**src/rtl/sub_share_pkg.sv**
```systemverilog
// Shared definitions for the subtractor-sharing arbiter: FSM encoding and
// the width helper used to size requester ids.
package sub_share_pkg;

  localparam logic ST_EMPTY = 1'b0;
  localparam logic ST_FULL  = 1'b1;

  // Bits needed to index n items; n is expected to be at least 2.
  function automatic int clog2(input int n);
    int r;
    r = 0;
    while ((1 << r) < n) begin
      r++;
    end
    return r;
  endfunction

endpackage

```
**src/rtl/sub_share_arbiter_if.sv**
```systemverilog
// Request/response bundle between the requesters, the shared subtractor and
// its consumer. master = requester/consumer side, slave = arbiter side.
interface sub_share_arbiter_if
  import sub_share_pkg::*;
#(
  parameter int NREQ      = 4,
  parameter int Abitwidth = 21,
  parameter int Bbitwidth = 21,
  parameter int Sbitwidth = 22
);

  localparam int IDW = clog2(NREQ);

  logic [NREQ-1:0]           req_valid;
  logic [NREQ-1:0]           req_ready;
  logic [NREQ*Abitwidth-1:0] req_a;
  logic [NREQ*Bbitwidth-1:0] req_b;
  logic                      rsp_valid;
  logic                      rsp_ready;
  logic [Sbitwidth-1:0]      rsp_diff;
  logic [IDW-1:0]            rsp_id;

  modport master (
    output req_valid, req_a, req_b, rsp_ready,
    input  req_ready, rsp_valid, rsp_diff, rsp_id
  );

  modport slave (
    input  req_valid, req_a, req_b, rsp_ready,
    output req_ready, rsp_valid, rsp_diff, rsp_id
  );

endinterface

```
**src/rtl/GenericSubtractor.sv**
```systemverilog
// Combinational A - B with both operands zero-extended; the result wraps
// modulo 2^Sbitwidth, with no saturation and no overflow flag.
module GenericSubtractor #(
  parameter int Abitwidth = 21,
  parameter int Bbitwidth = 21,
  parameter int Sbitwidth = 22
) (
  input  logic [Abitwidth-1:0] A,
  input  logic [Bbitwidth-1:0] B,
  output logic [Sbitwidth-1:0] S
);

  assign S = Sbitwidth'(A) - Sbitwidth'(B);

endmodule

```
**src/rtl/sub_share_arbiter_rr.sv**
```systemverilog
// Round-robin picker: grants the first set request at or after ptr_i,
// wrapping NREQ-1 -> 0. Purely combinational; no grant while en_i is low.
module rr_arbiter
  import sub_share_pkg::*;
#(
  parameter  int NREQ = 4,
  localparam int IDW  = clog2(NREQ)
) (
  input  logic [NREQ-1:0] req_i,
  input  logic            en_i,
  input  logic [IDW-1:0]  ptr_i,
  output logic [NREQ-1:0] gnt_o,
  output logic [IDW-1:0]  idx_o,
  output logic            any_o
);

  logic [IDW:0] pos;

  always_comb begin
    gnt_o = '0;
    idx_o = '0;
    any_o = 1'b0;
    pos   = '0;
    for (int k = 0; k < NREQ; k++) begin
      // One extra bit so ptr + k never overflows before the wrap.
      pos = {1'b0, ptr_i} + (IDW+1)'(k);
      if (pos >= (IDW+1)'(NREQ)) begin
        pos = pos - (IDW+1)'(NREQ);
      end
      if (en_i && !any_o && req_i[pos[IDW-1:0]]) begin
        any_o             = 1'b1;
        gnt_o[pos[IDW-1:0]] = 1'b1;
        idx_o             = pos[IDW-1:0];
      end
    end
  end

endmodule

```
**src/rtl/sub_share_arbiter.sv**
```systemverilog
// Shares one subtractor among NREQ requesters: round-robin grant, result one cycle
// after transfer; grants only while the output register is empty or draining.
module sub_share_arbiter
  import sub_share_pkg::*;
#(
  parameter int NREQ      = 4,
  parameter int Abitwidth = 21,
  parameter int Bbitwidth = 21,
  parameter int Sbitwidth = 22
) (
  input  logic                  clk,
  input  logic                  rst_n,
  sub_share_arbiter_if.slave    bus
);

  localparam int IDW = clog2(NREQ);

  logic                 state_q, state_d;
  logic [Sbitwidth-1:0] rsp_diff_q, rsp_diff_d;
  logic [IDW-1:0]       rsp_id_q, rsp_id_d;
  logic [IDW-1:0]       ptr_q, ptr_d;

  logic                 accept;
  logic                 arb_en;
  logic                 transfer;
  logic [NREQ-1:0]      gnt;
  logic [IDW-1:0]       gnt_idx;
  logic                 gnt_any;
  logic [Abitwidth-1:0] op_a;
  logic [Bbitwidth-1:0] op_b;
  logic [Sbitwidth-1:0] sub_s;

  // Accept while empty, or while the held result leaves this cycle.
  assign accept = (state_q == ST_EMPTY) | (bus.rsp_ready & (state_q == ST_FULL));
  assign arb_en = accept & rst_n;

  rr_arbiter #(
    .NREQ (NREQ)
  ) u_arb (
    .req_i (bus.req_valid),
    .en_i  (arb_en),
    .ptr_i (ptr_q),
    .gnt_o (gnt),
    .idx_o (gnt_idx),
    .any_o (gnt_any)
  );

  // A grant is only ever issued to a valid requester, so grant == transfer.
  assign transfer = gnt_any;

  assign op_a = bus.req_a[int'(gnt_idx)*Abitwidth +: Abitwidth];
  assign op_b = bus.req_b[int'(gnt_idx)*Bbitwidth +: Bbitwidth];

  GenericSubtractor #(
    .Abitwidth (Abitwidth),
    .Bbitwidth (Bbitwidth),
    .Sbitwidth (Sbitwidth)
  ) u_sub (
    .A (op_a),
    .B (op_b),
    .S (sub_s)
  );

  always_ff @(posedge clk) begin
    if (!rst_n) begin
      state_q <= ST_EMPTY;
    end else begin
      state_q <= state_d;
    end
  end

  always_comb begin
    state_d = state_q;
    case (state_q)
      ST_EMPTY: if (transfer)                    state_d = ST_FULL;
      ST_FULL:  if (!transfer && bus.rsp_ready)  state_d = ST_EMPTY;
      default:                                   state_d = ST_EMPTY;
    endcase
  end

  always_comb begin
    bus.req_ready = gnt;
    rsp_diff_d    = rsp_diff_q;
    rsp_id_d      = rsp_id_q;
    ptr_d         = ptr_q;
    if (transfer) begin
      rsp_diff_d = sub_s;
      rsp_id_d   = gnt_idx;
      ptr_d      = (gnt_idx == IDW'(NREQ-1)) ? '0 : gnt_idx + 1'b1;
    end
  end

  assign bus.rsp_valid = (state_q == ST_FULL);
  assign bus.rsp_diff  = rsp_diff_q;
  assign bus.rsp_id    = rsp_id_q;

  always_ff @(posedge clk) begin
    if (!rst_n) begin
      rsp_diff_q <= '0;
      rsp_id_q   <= '0;
      ptr_q      <= '0;
    end else begin
      rsp_diff_q <= rsp_diff_d;
      rsp_id_q   <= rsp_id_d;
      ptr_q      <= ptr_d;
    end
  end

endmodule

```
**src/flat_wrapper.sv**
```systemverilog
// flat-port wrapper written by rule: the top's interface ports become plain ports
module sub_share_arbiter_flat import sub_share_pkg::*;
#(
  parameter int NREQ      = 4,
  parameter int Abitwidth = 21,
  parameter int Bbitwidth = 21,
  parameter int Sbitwidth = 22
)
  (clk, rst_n, bus_req_valid, bus_req_a, bus_req_b, bus_rsp_ready, bus_req_ready, bus_rsp_valid, bus_rsp_diff, bus_rsp_id);
  sub_share_arbiter_if #(.NREQ(NREQ), .Abitwidth(Abitwidth), .Bbitwidth(Bbitwidth), .Sbitwidth(Sbitwidth)) bus_i ();
  input  logic clk;
  input  logic rst_n;
  input wire logic [$bits(bus_i.req_valid)-1:0] bus_req_valid;
  input wire logic [$bits(bus_i.req_a)-1:0] bus_req_a;
  input wire logic [$bits(bus_i.req_b)-1:0] bus_req_b;
  input wire logic [$bits(bus_i.rsp_ready)-1:0] bus_rsp_ready;
  output wire logic [$bits(bus_i.req_ready)-1:0] bus_req_ready;
  output wire logic [$bits(bus_i.rsp_valid)-1:0] bus_rsp_valid;
  output wire logic [$bits(bus_i.rsp_diff)-1:0] bus_rsp_diff;
  output wire logic [$bits(bus_i.rsp_id)-1:0] bus_rsp_id;
  assign bus_i.req_valid = bus_req_valid;
  assign bus_i.req_a = bus_req_a;
  assign bus_i.req_b = bus_req_b;
  assign bus_i.rsp_ready = bus_rsp_ready;
  assign bus_req_ready = bus_i.req_ready;
  assign bus_rsp_valid = bus_i.rsp_valid;
  assign bus_rsp_diff = bus_i.rsp_diff;
  assign bus_rsp_id = bus_i.rsp_id;
  sub_share_arbiter #(.NREQ(NREQ), .Abitwidth(Abitwidth), .Bbitwidth(Bbitwidth), .Sbitwidth(Sbitwidth)) u_core (.clk(clk), .rst_n(rst_n), .bus(bus_i));
endmodule
```
**config.mk**
```make
export PLATFORM = sky130hd
export DESIGN_NAME = sub_share_arbiter_flat
export DESIGN_NICKNAME = d
export VERILOG_FILES = /design/src/rtl/sub_share_pkg.sv /design/src/rtl/sub_share_arbiter_if.sv /design/src/rtl/GenericSubtractor.sv /design/src/rtl/sub_share_arbiter_rr.sv /design/src/rtl/sub_share_arbiter.sv /design/src/flat_wrapper.sv
export SDC_FILE = /design/constraint.sdc
export NUM_CORES = 1
export LEC_CHECK = 0
export CAP_MARGIN = 10
export CORE_ASPECT_RATIO = 1.4
export CORE_MARGIN = 2
export CORE_UTILIZATION = 30
export DETAILED_ROUTE_END_ITERATION = 8
export PLACE_DENSITY_LB_ADDON = 0.2
export SLEW_MARGIN = 20
export SYNTH_ARGS = -nofsm -noshare
export SYNTH_HDL_FRONTEND = slang
export SYNTH_SLANG_ARGS = --single-unit
```
**constraint.sdc**
```tcl
create_clock -name clk -period 5.6 [get_ports clk]
set_clock_uncertainty 0.15 [all_clocks]
set_input_delay 1.4 -clock clk [delete_from_list [all_inputs] [get_ports clk]]
set_output_delay 1.4 -clock clk [all_outputs]
set_load 0.01 [all_outputs]
```
Word-level counts from Yosys, hierarchy flattened:

Cells that the tools add are included.

* flip-flop bits (word level): 27
* memories: 0
* word-level logic and storage cells: 88
* memory bits (writable): 0
* latch bits: 0
* bits of input ports: 175
* ROM bits: 0
* output and inout port bits: 29

* add/sub/neg operators: 9
* multiplexer cells: 36
* shifts and indexed selects: 2
* multipliers: 1
* equality and inequality tests: 1
* div/mod/pow operators: 0
* reduce and logical (&&, ||, !) cells: 16
* $lt $le $gt $ge: 12
* bitwise logic cells: 7

Operators with widths (count)
* $shiftx A84 B32 Y21: 2
* $sub A21 B21 Y22: 1
* $mux W2: 9
* $mux W4: 4
* $mux W1: 14
* $logic_and A1 B1 Y1: 12
* $lt A2 B3 Y1 const B: 4
* $or A4 B4 Y4: 3
* $ge A3 B3 Y1 const B: 3
* $bmux W1 S2: 4
* $demux W1 S2: 4
* $ge A2 B1 Y1 const B: 4
* $sub A2 B1 Y2 const B: 4
* $mul A2 B5 Y7 const B: 1
* $add A2 B2 Y3 const B: 2
* $logic_not A1 Y1: 4
* $add A2 B1 Y3 const B: 1
* $ge A2 B3 Y1 const B: 1
* $add A2 B1 Y2 const B: 1
* $and A1 B1 Y1: 2
* $eq A2 B2 Y1 const B: 1
* $pmux W1 S2: 1
* $not A1 Y1: 1
* $or A1 B1 Y1: 1

Logic depth before layout (Yosys ltp):

Gate-level depths: netlist of run 1.

* depth in word-level cells: 22
* gate-level depth with buffers: 21

Modules after synthesis:

From an unflattened synthesis of run 1, not the netlist that was laid out.

* cell total of the unflattened synthesis: 359
* area total of the unflattened synthesis: 3773.6 um2

By module, submodules not included
* sub_share_arbiter: area each 2142.1 um2, cells an instance 142, sequential area each 540.5 um2, instances 1
* GenericSubtractor: area each 1082.3 um2, cells an instance 151, sequential area each 0.0 um2, instances 1
* rr_arbiter: area each 549.3 um2, cells an instance 66, sequential area each 0.0 um2, instances 1

Worst setup path before layout of run 1:

No wires, ideal clock.

* path type: input port to flip-flop
* from: input bus_req_valid[0]
* to: register u_core.rsp_diff_q[15], in the netlist u_core.bus.rsp_diff[15]
* data required time: 5323 ps
* path buffers: 1
* data arrival time: 4871 ps
* setup time: 127 ps
* stages on the path: 15
* path slack: 452 ps
* path through: or3b_1 -> a211o_1 -> a21oi_2 -> and2b_1 -> o21ai_4 -> inv_4 -> buf_6 -> mux2_4 -> ha_1 -> a21o_1 -> a211o_1 -> a311o_1 -> o211ai_2 -> a2111oi_0 -> or3_1

* cells in the longest elaborated chain, start to end: 19
* elaborated cells on any way between the ends: 30
* those cells by class: add/sub (1); mul (1); shift (2); mux (16); reduce/logical (10)

RTL lines
* start: declaration: line flat_wrapper.sv:13 `input wire logic [$bits(bus_i.req_valid)-1:0] bus_req_valid;`
* $bmux W1 S2: line sub_share_arbiter_rr.sv:30 `if (en_i && !any_o && req_i[pos[IDW-1:0]]) begin`
* $mux W1 (not written as such): line sub_share_arbiter_rr.sv:30
* $logic_and A1 B1 Y1: line sub_share_arbiter_rr.sv:30
* $mux W1: line sub_share_arbiter_rr.sv:30
* $logic_not A1 Y1: line sub_share_arbiter_rr.sv:30
* $logic_and A1 B1 Y1 (2 in series): line sub_share_arbiter_rr.sv:30
* $mux W1: line sub_share_arbiter_rr.sv:30
* $logic_not A1 Y1: line sub_share_arbiter_rr.sv:30
* $logic_and A1 B1 Y1 (2 in series): line sub_share_arbiter_rr.sv:30
* $mux W1: line sub_share_arbiter_rr.sv:30
* $logic_not A1 Y1: line sub_share_arbiter_rr.sv:30
* $logic_and A1 B1 Y1 (2 in series): line sub_share_arbiter_rr.sv:30
* $mux W2: line sub_share_arbiter_rr.sv:30
* $mul A2 B5 Y7: line sub_share_arbiter.sv:51, sub_share_arbiter.sv:52
* $shiftx A84 B32 Y21, on equally long branches: line sub_share_arbiter.sv:51, sub_share_arbiter.sv:52
* $sub A21 B21 Y22: line GenericSubtractor.sv:13 `assign S = Sbitwidth'(A) - Sbitwidth'(B);`
* end signal: assignment: line sub_share_arbiter.sv:103 `rsp_diff_q <= rsp_diff_d;`
* end: declaration: line sub_share_arbiter.sv:19 `logic [Sbitwidth-1:0] rsp_diff_q, rsp_diff_d;`

Parallel ways exist; a longest one is shown, timed or not. The select of a mux whose other input is x is not followed.
A chain may end at the register's enable or synchronous reset.

Final worst setup path of run 1:

* from: input bus_req_valid[2]
* to: register u_core.rsp_diff_q[15], in the netlist u_core.bus.rsp_diff[15]

Same word-level chain as after synthesis.

==> impl_results.md, run 1 <==
* Outcome: complete, no violations
* GPL Wtd Cong at 0.935
* Final setup vio count at 0
* Top cells by count, synth: mux2i_1 (106), a21oi_1 (36), dfxtp_1 (27)
* # diodes at 0
* Worst Path Max Fanout at 6
* Largest cells by area after synthesis: mux2i_1 (27%), dfxtp_1 (14%), ha_1 (8.2%), mux2_4 (6.4%), a21oi_1 (4.5%)
* Layout Cells excl Fill at 864
* First-pass DRT Iterations at 4
* Cells after synthesis at 462
* Share of layout cells above drive strength 1 at 15.2%
* Share of Yosys cell area claimed by the top area cell type at 26.7%
* Area Growth Syn to Fin at 71.4%
* Final hold vios at 0
* Count of final max-slew check failures at 0
* Period utilisation layout at 97.3%
* Final TNS setup at 0 ns
* Synth Cell Area at 3970 um2
* MaxCap Viol Count at 0
* Arr. time, crit path at 5.45 ns
* Worst path depth at 18
* CTS tree: yes
* First-pass GRT wire length at 21.5 mm
* Yosys reg bits at 27
* Detailed Route Iter0 Violations at 180
* Syn Area/Cell at 8.59 um2
* Initial core utilization at 30.8%
* Die Ht at 140 um
* H-tree depth at 1
* Async S/R FF share, synth at 0%
* Num CTS Buffers at 3
* Crit path buf inv count at 5
* Crit. End Element: register
* CTS max path bufs at 2
* Inst Count DP at 857
* Area leader, netlist: mux2i_1
* Hpwl dp at 11.7 mm
* Full die area at 14,200 um2
* Grt total ovfl at 0
* WHS Path Cells at 2
* CP max-delay cell: clkdlybuf4s50_1
* Worst path cell trace: clkdlybuf4s50_1 -> or3b_1 -> a211o_1 -> a21oi_2 -> buf_4 -> o211ai_4 -> buf_12 -> buf_6 -> mux2i_1 -> mux2i_1 -> ha_4 -> buf_4 -> and3_4 -> nor2b_1 -> a311o_1 -> o211ai_2 -> a2111oi_4 -> or3_1
* Synth unique cells at 65
* Number of global-route vias before repair at 4,586
* Via density at 5.17
* FF+latch area at 541 um2
* Global Route Usage Sum at 18.4%
* Worst slew pin tran at 1.01 ns
* Syn nets at 664
* Largest net degree at the start of global routing at 42
* PortBufs at 203
* Worst path max stage delay at 0.48 ns
* Depth of the most critical reg-to-reg path at 19
* Final Critical Period at 5.45 ns
* Initial antenna violation count at 0
* I/O pin count at 204
* # rows at 49
* Vias after detailed routing at 4,463
* Path type of the worst setup path: primary input to register
* RSZ-0062 raised after global routing: false
* Routed wire per std cell at 15.8 um
* Clock root buffer master: clkbuf_16
* Sequential fraction of the synthesis area at 13.6%
* Routed WL at 13.6 mm
* Post-synth EDFFs at 0
* Filler cell count at 1,242
* Setup crit start kind: primary input
* Critical Path RT at 5.60 ns
* Crit path max-delay family: compound AO/OA/AOI/OAI gates
* Leak at 3.10 nW
* Power density cells at 207 nW/um2
* Area of the multi-input gates at 3270 um2
* Die width at 101 um
* Clock Sinks at 27
* Worst-path clk slew at 0.06 ns
* Max Fclk at 0.183 GHz
* Synth Flop Type: dfxtp_1
* Fin nets at 914
* Core area at 12,900 um2
* Yosys Warn Count at 0
* Hold crit path type: register to register
* Max-slew headroom at 32.4%
* Worst-Skew Late Latency at 0.26 ns
* VDD IR max at 0.124 mV
* Most frequent cell after synthesis: mux2i_1
* Post-route DRC at 0
* Fin Hold WS at 0.305 ns
* Post-DRT Antenna Nets at 0
[cell usage in the layout (no fill, tap or decap), types with 4 or more instances in the layout]
master / n
inv_1: 7
nor2b_1: 8
nor3_1: 6
mux2_1: 5
a21oi_1: 36
a22o_1: 4
o21a_1: 6
a211oi_1: 6
o31ai_1: 7
ha_1: 24
a21o_1: 5
nand3_1: 19
clkdlybuf4s50_1: 203
dfxtp_1: 27
nand2_1: 26
nor3b_1: 5
nor2_1: 26
mux2_4: 17
mux2i_1: 106
a221o_1: 4
o211ai_1: 4
clkbuf_16: 5
and3_1: 4
buf_12: 6
o21ai_0: 14
buf_4: 61
[through the flow]
stage / area (um2) / util [%] / worst slack [ns] / power [mW]
6_report: 6800 / 52.8 / 0.149 / 1.41
3_3_place_gp: 6600 / 51.3 / -0.157 / 1.21
3_5_place_dp: 6600 / 51.3 / -0.170 / 1.22
4_1_cts: 6680 / 51.9 / 0.103 / 1.39
2_1_floorplan: 3970 / - / 0.452 / 0.768
5_1_grt: 6800 / 52.8 / 0.000413 / 1.51
[power breakdown]
group	internal, mW	leakage [nW]	switching (mW)
Combinational	0.554	2.84	0.432
Sequential	0.233	0.224	0.0247
Clock	0.0965	0.0409	0.0671
Total	0.883	3.10	0.523
[final cells by class]
cell class / count / share of cell area (%)
flip-flops and latches: 27 / 7.95
multi-input cells: 397 / 48.1
well taps: 153 / 2.82
repair buffers: 274 / 39.5
clock buffers: 3 / 1.10
clock inverters: 1 / 0.0736
inverters: 9 / 0.534
[routing by layer]
layer	wire length [um]	GRT usage, %	vias to the layer above
li1	-	-	2264
met1	5600	22.2	2052
met2	7220	34.3	132
met3	586	1.40	15
met4	238	4.98	0
met5	0	0	-
[worst reg2reg max path, stage by stage, from the launching register on]
cell and delay, ns:
dfxtp_1 0.60, inv_1 0.17, ha_1 0.45, or3b_1 0.40
a211o_1 0.27, a21oi_2 0.20, buf_4 0.15, o211ai_4 0.13
buf_12 0.18, buf_6 0.13, mux2i_1 0.12, mux2i_1 0.27
ha_4 0.26, buf_4 0.15, and3_4 0.14, nor2b_1 0.12
a311o_1 0.36, o211ai_2 0.28, a2111oi_4 0.11, or3_1 0.36
[state kept, by name, summed over array words and instances, names as in the netlist]
| register | count |
|---|---|
| u_core.bus.rsp_valid | 1 |
| u_core.bus.rsp_diff | 22 |
| u_core.ptr_q | 2 |
| u_core.bus.rsp_id | 2 |
[cell families after synthesis]
kind of cell	Yosys count	synth area share [%]
flops	27	13.6
mux	130	35.4
simple gates	115	14.4
buf+inv	38	5.61
fa+ha+maj	27	8.70
xor+xnor	5	1.10
compound gates	120	21.1
[path summary, 6_finish.rpt]
path	slack (ns)	end	start
worst max-delay path	0.15	u_core.bus.rsp_diff[15]	bus_req_valid[2]
worst min-delay path	0.30	u_core.bus.rsp_id[0]	u_core.bus.rsp_id[0]
worst max register to register	0.49	u_core.bus.rsp_diff[15]	u_core.ptr_q[1]
worst min register to register	0.30	u_core.bus.rsp_id[0]	u_core.bus.rsp_id[0]
[timing repair]
action                     4_1_cts  5_1_grt
hold buffers                     0        0
resized for setup                0       10
setup endpoints to repair        0        5
buffers inserted                 0        1
Note: power is estimated with default switching activity, not from simulation.
==> run 2, diff against run 1 <==
--- a/config.mk
+++ b/config.mk
@@ -5,6 +5,7 @@
 export SDC_FILE = /design/constraint.sdc
 export NUM_CORES = 1
 export LEC_CHECK = 0
+export ABC_CLOCK_PERIOD_IN_PS = 5600
 export CAP_MARGIN = 10
 export CORE_ASPECT_RATIO = 1.4
 export CORE_MARGIN = 2
==> results of run 2 <==
No change in the layout: final DEF, timing and power equal those of run 1.
